<file path="config.mk">
export PLATFORM = sky130hd
export DESIGN_NAME = sap_controller_flat
export DESIGN_NICKNAME = d
export VERILOG_FILES = /design/src/rtl/sap_pkg.sv /design/src/rtl/sap_controller_if.sv /design/src/rtl/sap_ring_counter.sv /design/src/rtl/sap_controller.sv /design/src/flat_wrapper.sv
export SDC_FILE = /design/constraint.sdc
export NUM_CORES = 1
export LEC_CHECK = 0
export CAP_MARGIN = 10
export CELL_PAD_IN_SITES_DETAIL_PLACEMENT = 0
export CELL_PAD_IN_SITES_GLOBAL_PLACEMENT = 1
export CORE_MARGIN = 2
export CORE_UTILIZATION = 25
export CTS_CLUSTER_SIZE = 20
export DETAILED_ROUTE_END_ITERATION = 6
export GPL_ROUTABILITY_DRIVEN = 1
export PLACE_DENSITY = 0.78
export RECOVER_POWER = 25
export SLEW_MARGIN = 20
export SYNTH_ARGS = -nofsm -noshare
export SYNTH_HDL_FRONTEND = slang
export SYNTH_HIERARCHICAL = 1
export SYNTH_SLANG_ARGS = --single-unit
</file>
<file path="constraint.sdc">
create_clock -name clk -period 1.4 [get_ports clk]
set_input_delay 0.14 -clock clk [delete_from_list [all_inputs] [get_ports clk]]
set_output_delay 0.14 -clock clk [all_outputs]
set_load 0.02 [all_outputs]
</file>
<file path="src/rtl/sap_pkg.sv">
// SAP-1 controller shared definitions: opcodes, CON word layout, T-state encoding.
// Latency: n/a (constants and types only).
// Backpressure: n/a.
package sap_pkg;

  // Opcode encodings (IR upper nibble); everything else decodes as NOP
  localparam logic [3:0] OP_LDA = 4'h0;
  localparam logic [3:0] OP_ADD = 4'h1;
  localparam logic [3:0] OP_SUB = 4'h2;
  localparam logic [3:0] OP_OUT = 4'hE;
  localparam logic [3:0] OP_HLT = 4'hF;

  // CON bit positions
  localparam int CON_CP = 11;
  localparam int CON_EP = 10;
  localparam int CON_LM = 9;
  localparam int CON_CE = 8;
  localparam int CON_LI = 7;
  localparam int CON_EI = 6;
  localparam int CON_LA = 5;
  localparam int CON_EA = 4;
  localparam int CON_SU = 3;
  localparam int CON_EU = 2;
  localparam int CON_LB = 1;
  localparam int CON_LO = 0;

  // Load/increment strobes: these act at the closing clock edge, so they are
  // only allowed out in a cycle where the T-state actually advances.
  localparam logic [11:0] CON_STROBE_MASK = (12'd1 << CON_CP) | (12'd1 << CON_LM) |
                                            (12'd1 << CON_LI) | (12'd1 << CON_LA) |
                                            (12'd1 << CON_LB) | (12'd1 << CON_LO);

  typedef struct packed {
    logic cp;
    logic ep;
    logic lm;
    logic ce;
    logic li;
    logic ei;
    logic la;
    logic ea;
    logic su;
    logic eu;
    logic lb;
    logic lo;
  } con_t;

  typedef enum logic [2:0] {
    T1   = 3'd0,
    T2   = 3'd1,
    T3   = 3'd2,
    T4   = 3'd3,
    T5   = 3'd4,
    T6   = 3'd5,
    HALT = 3'd6
  } tstate_t;

endpackage

</file>
<file path="src/rtl/sap_controller_if.sv">
// Controller-side signal bundle: opcode/run/step in, CON word and T-state status out.
// Latency: n/a (wires only).
// Backpressure: none; step/run pace the sequencer directly.
interface sap_controller_if;
  logic [3:0]  opcode;
  logic        run;
  logic        step;
  logic [11:0] ctrl;
  logic [5:0]  t_state;
  logic        halted;

  // master: front panel / datapath side that supplies opcode and run/step
  modport master (output opcode, run, step, input ctrl, t_state, halted);
  // slave: the controller-sequencer
  modport slave  (input opcode, run, step, output ctrl, t_state, halted);
endinterface

</file>
<file path="src/rtl/sap_ring_counter.sv">
// T-state ring T1..T6 with absorbing HALT, plus step rising-edge detector.
// Latency: state advances at the clock edge of any cycle with adv_o high.
// Backpressure: state holds while adv_o is low (single-step mode, no step edge).
module sap_ring_counter
  import sap_pkg::*;
(
  input  logic       clk,
  input  logic       reset_n,
  input  logic       run_i,
  input  logic       step_i,
  input  logic       is_hlt_i,
  output logic       adv_o,
  output tstate_t    state_o,
  output logic [5:0] t_state_o,
  output logic       halted_o
);

  tstate_t state_q, state_d;
  logic    step_q;

  // Advance every cycle in run mode, else only on the first cycle step reads high
  assign adv_o = run_i | (step_i & ~step_q);

  // Registered copy of step for edge detection
  always_ff @(posedge clk or negedge reset_n) begin
    if (!reset_n) step_q <= 1'b0;
    else          step_q <= step_i;
  end

  // Next T-state; HLT leaves the ring at the end of T4 and never returns
  always_comb begin
    state_d = state_q;
    if (adv_o) begin
      case (state_q)
        T1:      state_d = T2;
        T2:      state_d = T3;
        T3:      state_d = T4;
        T4:      state_d = is_hlt_i ? HALT : T5;
        T5:      state_d = T6;
        T6:      state_d = T1;
        default: state_d = HALT;
      endcase
    end
  end

  // State register
  always_ff @(posedge clk or negedge reset_n) begin
    if (!reset_n) state_q <= T1;
    else          state_q <= state_d;
  end

  // One-hot view of the ring; all zero in HALT
  always_comb begin
    t_state_o = 6'b000000;
    case (state_q)
      T1:      t_state_o = 6'b000001;
      T2:      t_state_o = 6'b000010;
      T3:      t_state_o = 6'b000100;
      T4:      t_state_o = 6'b001000;
      T5:      t_state_o = 6'b010000;
      T6:      t_state_o = 6'b100000;
      default: t_state_o = 6'b000000;
    endcase
  end

  assign halted_o = (state_q == HALT);
  assign state_o  = state_q;

endmodule

</file>
<file path="src/rtl/sap_controller.sv">
// SAP-1 controller-sequencer: decodes T-state and opcode into the 12-bit CON word.
// Latency: ctrl is combinational from state, opcode and adv; state steps per adv edge.
// Backpressure: load/increment strobes are suppressed in any cycle the state holds.
module sap_controller
  import sap_pkg::*;
(
  input  logic             clk,
  input  logic             reset_n,
  sap_controller_if.slave  bus
);

  tstate_t     state;
  logic        adv;
  con_t        con_dec;
  logic [11:0] con_gated;

  sap_ring_counter u_ring (
    .clk       (clk),
    .reset_n   (reset_n),
    .run_i     (bus.run),
    .step_i    (bus.step),
    .is_hlt_i  (bus.opcode == OP_HLT),
    .adv_o     (adv),
    .state_o   (state),
    .t_state_o (bus.t_state),
    .halted_o  (bus.halted)
  );

  // CON decode: fixed fetch in T1-T3, opcode-driven execute in T4-T6
  always_comb begin
    con_dec = '0;
    case (state)
      T1: begin
        con_dec.ep = 1'b1;
        con_dec.lm = 1'b1;
      end
      T2: con_dec.cp = 1'b1;
      T3: begin
        con_dec.ce = 1'b1;
        con_dec.li = 1'b1;
      end
      T4: begin
        case (bus.opcode)
          OP_LDA, OP_ADD, OP_SUB: begin
            con_dec.ei = 1'b1;
            con_dec.lm = 1'b1;
          end
          OP_OUT: begin
            con_dec.ea = 1'b1;
            con_dec.lo = 1'b1;
          end
          default: con_dec = '0;
        endcase
      end
      T5: begin
        case (bus.opcode)
          OP_LDA: begin
            con_dec.ce = 1'b1;
            con_dec.la = 1'b1;
          end
          OP_ADD, OP_SUB: begin
            con_dec.ce = 1'b1;
            con_dec.lb = 1'b1;
          end
          default: con_dec = '0;
        endcase
      end
      T6: begin
        case (bus.opcode)
          OP_ADD: begin
            con_dec.eu = 1'b1;
            con_dec.la = 1'b1;
          end
          OP_SUB: begin
            con_dec.su = 1'b1;
            con_dec.eu = 1'b1;
            con_dec.la = 1'b1;
          end
          default: con_dec = '0;
        endcase
      end
      default: con_dec = '0;
    endcase
  end

  // Strip load/increment strobes on held cycles so a parked step never double-loads
  assign con_gated = adv ? con_dec : (con_dec & ~CON_STROBE_MASK);

  // Force a quiet control word while reset is asserted
  assign bus.ctrl = reset_n ? con_gated : 12'h000;

endmodule

</file>
<file path="src/flat_wrapper.sv">
// flat-port wrapper written by rule: the top's interface ports become plain ports
module sap_controller_flat import sap_pkg::*;
  (clk, reset_n, bus_opcode, bus_run, bus_step, bus_ctrl, bus_t_state, bus_halted);
  sap_controller_if bus_i ();
  input  logic clk;
  input  logic reset_n;
  input wire logic [$bits(bus_i.opcode)-1:0] bus_opcode;
  input wire logic [$bits(bus_i.run)-1:0] bus_run;
  input wire logic [$bits(bus_i.step)-1:0] bus_step;
  output wire logic [$bits(bus_i.ctrl)-1:0] bus_ctrl;
  output wire logic [$bits(bus_i.t_state)-1:0] bus_t_state;
  output wire logic [$bits(bus_i.halted)-1:0] bus_halted;
  assign bus_i.opcode = bus_opcode;
  assign bus_i.run = bus_run;
  assign bus_i.step = bus_step;
  assign bus_ctrl = bus_i.ctrl;
  assign bus_t_state = bus_i.t_state;
  assign bus_halted = bus_i.halted;
  sap_controller u_core (.clk(clk), .reset_n(reset_n), .bus(bus_i));
endmodule
</file>
==> results of run 1 <==
## layer usage
| layer | part of all wire, % | up-vias | global-route usage (%) |
|---|---|---|---|
| met4 | 0.88 | 0 | 7.778 |
| li1 | - | 295 | - |
| met1 | 41 | 265 | 16.93 |
| met3 | 5.2 | 2 | 2.692 |
| met2 | 53 | 21 | 26.03 |
| met5 | 0 | - | 0 |
## worst max-delay path, stage by stage, from the launching register on
cell and delay, ns:
dfrtp_1 0.41, nor4b_4 0.31, buf_4 0.17, a2bb2oi_2 0.05, nor3b_2 0.15, buf_4 0.16
## power by group through the flow
stage	Clock (mW)	Combinational [mW]	Sequential, mW
finish	0.159	1.40	0.235
global route	0.171	1.50	0.237
CTS	0.169	1.12	0.219
detailed placement	0	1.12	0.225
global placement	0	1.10	0.222
floorplan	0	0.574	0.269
## final timing paths
path,end,cells past startpoint
hold / removal,u_core/u_ring/step_q,1
min in group asynchronous,asynchronous set/reset pin,2
hold reg to reg,flip-flop,2
max in group asynchronous,u_core/u_ring/state_o[0],2
setup reg to reg,u_core/u_ring/state_o[1],5
setup / recovery,bus_ctrl[8],5
## final cells by class
| type | count | area (um^2) | share of cell area (%) |
|---|---|---|---|
| well taps | 25 | 31.28 | 3.109 |
| flip-flops and latches | 4 | 102.6 | 10.20 |
| repair buffers | 52 | 424.2 | 42.16 |
| clock buffers | 4 | 26.28 | 2.612 |
| multi-input cells | 45 | 414.1 | 41.17 |
| inverters | 2 | 7.507 | 0.7463 |
## layout by cell type, fill, tap and decap left out, types with 3 or more instances in the layout
cell type / n
dlygate4sd2_1: 3
buf_2: 4
buf_6: 8
nor2_1: 6
nand2_1: 3
clkdlybuf4s50_1: 3
nor3b_2: 4
buf_4: 33
clkbuf_4: 3
## cells in the mapped netlist (2+ instances only)
cell | n | area share, %
and2_1 | 2 | 2.7
nor2_1 | 6 | 4.8
inv_1 | 2 | 1.6
nor2b_4 | 2 | 5.9
mux2_2 | 2 | 4.8
nand2_1 | 4 | 3.2
a21oi_1 | 3 | 3.2
nor3b_1 | 3 | 4.8
nand2b_1 | 2 | 2.7
dfrtp_1 | 4 | 21
nor3b_2 | 2 | 5.4
nor3_1 | 2 | 2.1
## cell families (layout without fill, tap and decap cells)
kind of cell	Yosys count	in the layout
buffers and inverters	4	58
flip-flops	4	4
AND/OR/NAND/NOR	35	35
AO/OA/AOI/OAI	6	6
multiplexers	3	3
XOR/XNOR	1	1
## through the flow
stage / setup WS [ns] / instance area [um^2] / power (mW)
finish: -0.2214 / 1006 / 1.789
detailed placement: -0.7118 / 902.1 / 1.349
CTS: -0.2252 / 894.6 / 1.511
floorplan: -0.06727 / 483.0 / 0.8432
global placement: -0.6728 / 902.1 / 1.325
global route: -0.2851 / 1006 / 1.905
## timing repair
item / 4_1_cts / 5_1_grt
setup buffers: 3 / 3
resized for setup: 99 / 24
pin swaps: 6 / 6
gates cloned: 0 / 1
endpoints found under the setup margin: 19 / 16
hold buffers: 0 / 0
==> results.py, run 1 <==
metrics = {
    "sta": {
        "slew_headroom_pct": 79.69,
        "fin_crit_ns": 1.621,
        "maxSlewViolCount": 0,
        "hold_slack_ns": 0.1675,
        "fmax_mhz": 616.8,
        "skew_ns": 0.008318,
        "rsz0062_at_grt": "yes",
        "worst_slack_ns": -0.2214,
        "fin_setup_tns_ns": -1.640,
        "finalSetupViolations": 12,
        "worstMarginPinSlew_ns": 0.3034,
        "finalCritPeriodShare_pct": 115.8,
        "finalHoldViolCount": 0,
    },
    "synthesis": {
        "syn_area_um2": 466.7,
        "synth_area_per_cell_um2": 8.806,
        "yosys_warnings": 6,
        "synthCells": 53,
        "synth-compound-area-share_pct": 8.043,
        "synth_xor_area_share_pct": 1.877,
        "synthDistinctLibCells": 31,
        "synth-simple-area-share_pct": 55.76,
        "synth_top_family_by_area": "simple AND/OR/NAND/NOR gates",
        "ys_ff_latch": 4,
        "ys_seq_area_share_pct": 21.45,
        "synth_fa_ha_area_share_pct": 0,
        "synthMuxAreaShare_pct": 8.043,
        "synth.net_count": 61,
        "synth_edf_count": 0,
        "synth-async-reset-ratio_pct": 100.0,
        "yosys_most_used_dff": "dfrtp_1",
    },
    "worst_setup_path": {
        "cp_data_arrival_time_ns": 1.48,
        "r2r-start": "u_core/u_ring/state_o[0]",
        "cp-end-kind": "output pin",
        "startpoint_type": "flip-flop",
        "path_class": "flip-flop to output pin",
        "cp_max_fo": 3,
        "crit_path_start": "u_core/u_ring/state_o[1]",
        "ff2ff_setup_slack_ns": 0.10,
        "cp.required_ns": 1.26,
    },
    "pwr": {
        "intPower_mw": 1.037,
        "comb_power_share_pct": 78.0,
        "irDropWorstVdd_mv": 0.9627,
        "swShare_pct": 42.04,
        "power.density_nw_per_um2": 1778,
        "p_leak_nw": 0.4681,
        "power_switching_mw": 0.7520,
        "power_frac_seq_pct": 13.1,
        "clkPwrFrac_pct": 8.9,
    },
    "die": {
        "fp.dieH_um": 47.21,
        "coreArea_um2": 1745,
        "die_x_um": 47.21,
        "core.rowCount": 15,
        "start_util_pct": 26.74,
        "io_pins": 27,
        "dieArea_um2": 2228,
    },
    "detailed_routing": {
        "ant_nets": 0,
        "drt_wl_total_mm": 1.592,
        "route.detailed.wl_per_inst_um": 12.06,
        "vias": 583,
        "drc": 0,
        "vias_per_cell": 4.417,
        "dr.first_iter.drc_count": 6,
        "drt-pass1-iter-count": 4,
    },
    "clock_network": {
        "clk_latency_ns": 0.24,
        "ctsLongestPathBuffers": 2,
        "numCtsBuffers": 3,
        "clock-sinks": 4,
        "cts_tree": "built",
        "htree_levels": 1,
        "path_clk_slew_ns": 0.04,
        "clockRootBuffer": "clkbuf_4",
    },
    "finish": {
        "syn_to_final_growth_pct": 115.5,
        "finalNonFillerCells": 132,
        "diodes": 0,
        "nets": 116,
        "drive_gt1_share_pct": 71.96,
        "final_util_pct": 57.63,
        "fillCellCount": 175,
    },
    "placement": {
        "io_buffers": 26,
        "post-place-cells": 121,
        "dp_hpwl_mm": 1.111,
        "gp_congestion": 0.8300,
    },
    "worst_hold_path": {
        "min_from": "bus_step",
        "hold_class": "input pin to flip-flop",
    },
    "status": {
        "status": "complete, but fails checks",
        "violations": "negative setup slack",
    },
    "grt": {
        "grt_overflow": 0,
        "grt_pass1_vias": 511,
        "antenna_found_initial": 0,
        "grtUsageTotal_pct": 14.82,
        "grt_pass1_wl_mm": 2.263,
        "grt_max_degree": 12,
    },
    "flow_run": {
        "drv_cap": 0,
    },
}
Power figures use the tool's default switching activity.
==> run 2, diff against run 1 <==
- CORE_AREA: default -> 2 2 39 41
- CORE_MARGIN: 2 -> default
- CORE_UTILIZATION: 25 -> default
- DIE_AREA: default -> 0 0 41 43
- DONT_BUFFER_PORTS: default -> 1
- PLACE_DENSITY: 0.78 -> 0.67
==> run 2 against run 1 <==
Compared with the run above: power increased by 11%; sequential share of layout area rose by 0.29 points; critical path type unchanged; the run still ends with negative setup slack left; critical endpoint is now bus_ctrl[5]; die area decreased by 21%; cell area down 2.7%.
==> results.py, run 2 (synthesis gave the netlist of run 1 again) <==
metrics = {
    "status": {
        "status": "complete, but fails checks",
        "violations": "negative setup slack",
    },
    "placement": {
        "gp_congestion": 0.6941,
        "io_buffers": 0,
        "dp_hpwl_um": 831.8,
        "dp_slack_ns": 0.03000,
    },
    "pwr": {
        "finalPower_mw": 1.985,
        "irDropWorstVdd_mv": 1.209,
        "p_leak_nw": 0.4202,
        "power.density_nw_per_um2": 2029,
    },
    "die": {
        "io_pins": 27,
        "coreArea_um2": 1384,
        "die_x_um": 41,
        "fp.dieH_um": 43,
        "core.rowCount": 14,
        "start_util_pct": 33.73,
        "dieArea_um2": 1763,
    },
    "sta": {
        "worstMarginPinSlew_ns": 0.2864,
        "fin_crit_ns": 1.579,
        "maxSlewViolCount": 0,
        "rsz0062_at_grt": "yes",
        "skew_ns": 0.002530,
        "finalCritPeriodShare_pct": 112.8,
        "finalSetupViolations": 17,
        "fmax_mhz": 633.3,
        "hold_slack_ns": 0.1519,
        "finalHoldViolCount": 0,
        "worst_slack_ns": -0.1790,
        "slew_headroom_pct": 80.82,
    },
    "finish": {
        "diodes": 0,
        "final_util_pct": 70.71,
        "drive_gt1_share_pct": 78.49,
        "fillCellCount": 93,
        "final_cell_mix": "buf_4 (21), buf_6 (11), nor3b_2 (5)",
        "nets": 102,
        "final_common_cell": "buf_4",
        "syn_to_final_growth_pct": 109.7,
    },
    "detailed_routing": {
        "route.detailed.wl_per_inst_um": 14.42,
        "met2_wirelength_um": 837,
        "ant_nets": 0,
        "topRoutingLayerUsed": "met4",
        "drt-pass1-iter-count": 4,
        "wl_met3_um": 108,
        "drc": 0,
        "dr.first_iter.drc_count": 5,
        "vias": 556,
        "met1_length_um": 602,
        "vias_per_cell": 5.101,
        "drt_wl_total_mm": 1.572,
    },
    "worst_setup_path": {
        "path_class": "flip-flop to output pin",
        "slowest_stage": "dfrtp_1",
        "crit_buf_inv": 1,
        "cp_data_arrival_time_ns": 1.44,
        "cp.required_ns": 1.26,
        "cp_max_fo": 3,
        "cpLargestDelayFamily": "simple AND/OR/NAND/NOR gates",
        "path_cells": "nor4b_4, nand3_2, buf_4, a21oi_4",
        "slowest_delay_ns": 0.41,
        "cp-end-kind": "output pin",
        "startpoint_type": "flip-flop",
    },
    "grt": {
        "antenna_found_initial": 0,
        "grt_max_degree": 12,
        "grt_pass1_wl_mm": 2.263,
        "grt_pass1_vias": 571,
        "grt_overflow": 0,
        "grtUsageTotal_pct": 19.27,
    },
    "clock_network": {
        "clk_latency_ns": 0.25,
        "ctsLongestPathBuffers": 2,
        "path_clk_slew_ns": 0.04,
        "clock-sinks": 4,
        "numCtsBuffers": 3,
        "htree_levels": 1,
        "clockRootBuffer": "clkbuf_4",
        "cts_tree": "built",
    },
    "worst_hold_path": {
        "hold_class": "input pin to flip-flop",
    },
    "flow_run": {
        "drv_cap": 0,
    },
}
-- run 2: final timing paths --
path / startpoint / endpoint / slack (ns) / depth (start not counted)
min: bus_run / u_core/u_ring/state_o[1] / 0.15 / 2
max reg2reg: flip-flop / u_core/u_ring/state_o[1] / 0.01 / 6
min reg2reg: u_core/u_ring/state_o[0] / u_core/u_ring/state_o[0] / 0.70 / 2
max: u_core/u_ring/state_o[1] / bus_ctrl[5] / -0.18 / 4
min in group asynchronous: reset_n / u_core/u_ring/state_o[1] / 0.17 / 1
max in group asynchronous: reset_n / asynchronous set/reset pin / 1.03 / 1
-- run 2: where the power goes --
group          switching [mW]  internal (mW)  total (mW)
combinational           0.686          0.892        1.58
sequential             0.0681          0.170       0.238
clock                  0.0623          0.108       0.170
total                   0.816           1.17        1.99
-- run 2: metrics by stage --
| stage | setup TNS [ns] | instance area (um^2) | cells |
|---|---|---|---|
| 2_1_floorplan | -0.1301 | 483.0 | 53 |
| 3_3_place_gp | 0 | 638.1 | 87 |
| 3_5_place_dp | 0 | 638.1 | 87 |
| 4_1_cts | -1.253 | 839.6 | 103 |
| 5_1_grt | -2.613 | 978.4 | 109 |
| 6_report | -1.551 | 978.4 | 109 |
-- run 2: final cells by class --
cell class	instances	area, um^2	share of cell area (%)
Sequential cell	4	102.6	10.49
Inverter	2	10.01	1.023
Tap cell	16	20.02	2.046
Multi-Input combinational cell	45	442.9	45.27
Clock buffer	4	26.28	2.685
Timing Repair Buffer	38	376.6	38.49
-- run 2: metal layers --
metal	vias up	track usage (%)
met1	266	19.93
li1	272	-
met4	0	8.000
met5	-	0
met2	16	32.19
met3	2	7.853
-- run 2: timing repair --
action	in CTS	in global routing
hold buffers	2	0
pin swaps	10	11
gates cloned	0	1
setup endpoints to repair	17	19
hold endpoints to repair	5	0
gates resized for setup	20	21
buffers inserted	10	5
==> run 3, diff against run 2 <==
- clock period: 1.4 -> 1.7 ns (I/O delays scaled with it)
==> run 3 against run 2 <==
Compared with the run above: the flow now finishes without violations; cell area fell by 33%; die area did not move; register-to-register slack improved by 0.41 ns; via count fell by 17%; worst hold slack improved by 0.049 ns; critical path depth did not move; non-clock buffer count fell by 20; critical path type unchanged; critical endpoint is now bus_ctrl[0]; largest cell class unchanged.
==> results.py, run 3 (synthesis gave the netlist of run 1 again) <==
metrics = {
    "worst_hold_path": {
        "hold_class": "input pin to flip-flop",
        "min_from": "bus_run",
    },
    "die": {
        "start_util_pct": 33.73,
        "coreArea_um2": 1384,
        "die_x_um": 41,
        "io_pins": 27,
        "dieArea_um2": 1763,
        "core.rowCount": 14,
        "fp.dieH_um": 43,
    },
    "sta": {
        "finalCritPeriodShare_pct": 95.15,
        "slew_headroom_pct": 73.59,
        "worstMarginPinSlew_ns": 0.3953,
        "finalHoldViolCount": 0,
        "rsz0062_at_grt": "yes",
        "maxSlewViolCount": 0,
        "fin_crit_ns": 1.618,
        "fin_setup_tns_ns": 0,
        "skew_ns": 0.002303,
        "fmax_mhz": 618.2,
        "finalSetupViolations": 0,
    },
    "placement": {
        "gp_congestion": 0.7357,
        "io_buffers": 0,
        "dp_hpwl_um": 853.4,
    },
    "worst_setup_path": {
        "r2r-start": "u_core/u_ring/state_o[0]",
        "crit_path_start": "u_core/u_ring/state_o[1]",
        "path_class": "flip-flop to output pin",
        "cp_max_fo": 15,
        "cp_data_arrival_time_ns": 1.45,
        "cp-end-kind": "output pin",
        "cp.required_ns": 1.53,
        "startpoint_type": "flip-flop",
    },
    "pwr": {
        "p_leak_nw": 0.2789,
        "irDropWorstVdd_mv": 0.6739,
        "power.density_nw_per_um2": 1520,
    },
    "flow_run": {
        "drv_cap": 0,
    },
    "detailed_routing": {
        "drt_wl_total_mm": 1.154,
        "dr.first_iter.drc_count": 1,
        "vias": 462,
        "vias_per_cell": 5.250,
        "drc": 0,
        "route.detailed.wl_per_inst_um": 13.11,
        "ant_nets": 0,
        "drt-pass1-iter-count": 2,
    },
    "finish": {
        "syn_to_final_growth_pct": 40.21,
        "final_common_cell": "buf_4",
        "drive_gt1_share_pct": 51.39,
        "nets": 82,
        "diodes": 0,
        "final_cell_mix": "buf_4 (16), nor2_1 (6), nand2_1 (4)",
        "final_util_pct": 47.29,
    },
    "status": {
        "status": "complete, no violations",
    },
    "clock_network": {
        "cts_tree": "built",
        "numCtsBuffers": 3,
        "clock-sinks": 4,
        "clockRootBuffer": "clkbuf_4",
        "path_clk_slew_ns": 0.04,
        "htree_levels": 1,
        "clk_latency_ns": 0.23,
        "ctsLongestPathBuffers": 2,
    },
    "grt": {
        "grt_pass1_wl_mm": 1.938,
        "grt_overflow": 0,
        "grt_pass1_vias": 464,
        "grtUsageTotal_pct": 15.93,
        "antenna_found_initial": 0,
        "grt_max_degree": 16,
    },
}
run 3: layout make-up:
cell class | count | area, um^2
inverter | 2 | 7.507
tap | 16 | 20.02
fill | 138 | 729.5
sequential | 4 | 102.6
timing repair buffer | 18 | 140.1
multi-input combinational | 45 | 361.6
clock buffer | 3 | 22.52
run 3: repair_timing:
action                                 4_1_cts  5_1_grt
resized for setup                            1        4
setup buffers                                1        0
hold buffers                                 2        0
setup endpoints to repair                    3        9
pin swaps                                    0        1
gates cloned                                 0        0
endpoints found under the hold margin        5        0
run 3: layer usage:
layer	share of wire (%)	wire length, um	up-vias	GRT usage (%)
met3	7.2	83	2	3.141
met2	49	564	15	21.88
met4	1.0	12	0	8.000
met5	0	0	-	0
met1	43	493	219	22.80
li1	-	-	226	-
run 3: critical path: stages (launching register included):
cell and delay, ns:
dfrtp_1 0.38, buf_4 0.21, inv_1 0.12, nor4_4 0.26, and2_2 0.24
run 3: where the power goes:
| part | internal [mW] | switching (mW) | total [mW] |
|---|---|---|---|
| Clock | 0.0790 | 0.0396 | 0.119 |
| Sequential | 0.140 | 0.0790 | 0.219 |
| Combinational | 0.307 | 0.350 | 0.657 |
run 3: worst paths after layout:
kind                                              endpoint  slack (ns)  cells past startpoint
worst max-delay path                           bus_ctrl[0]        0.08                      4
worst min-delay path              u_core/u_ring/state_o[1]        0.20                      2
worst max register to register    u_core/u_ring/state_o[1]        0.42                      4
worst min register to register    u_core/u_ring/state_o[1]        0.73                      3
max in group asynchronous       asynchronous set/reset pin        1.29                      1
min in group asynchronous             u_core/u_ring/step_q        0.22                      1
run 3: metrics by stage:
| stage | cells | power (mW) | cell area, um^2 | hold slack [ns] | worst slack (ns) |
|---|---|---|---|---|---|
| 3_3_place_gp | 82 | 0.8523 | 593.1 | -0.1253 | 0.2456 |
| 4_1_cts | 88 | 0.9943 | 644.4 | 0.1946 | 0.03107 |
| 5_1_grt | 88 | 1.080 | 654.4 | 0.1970 | -0.003944 |
| 6_report | 88 | 0.9947 | 654.4 | 0.2012 | 0.08243 |
| 2_1_floorplan | 53 | 0.6888 | 475.5 | -0.1256 | 0.08581 |
| 3_5_place_dp | 82 | 0.8548 | 593.1 | -0.1253 | 0.2442 |
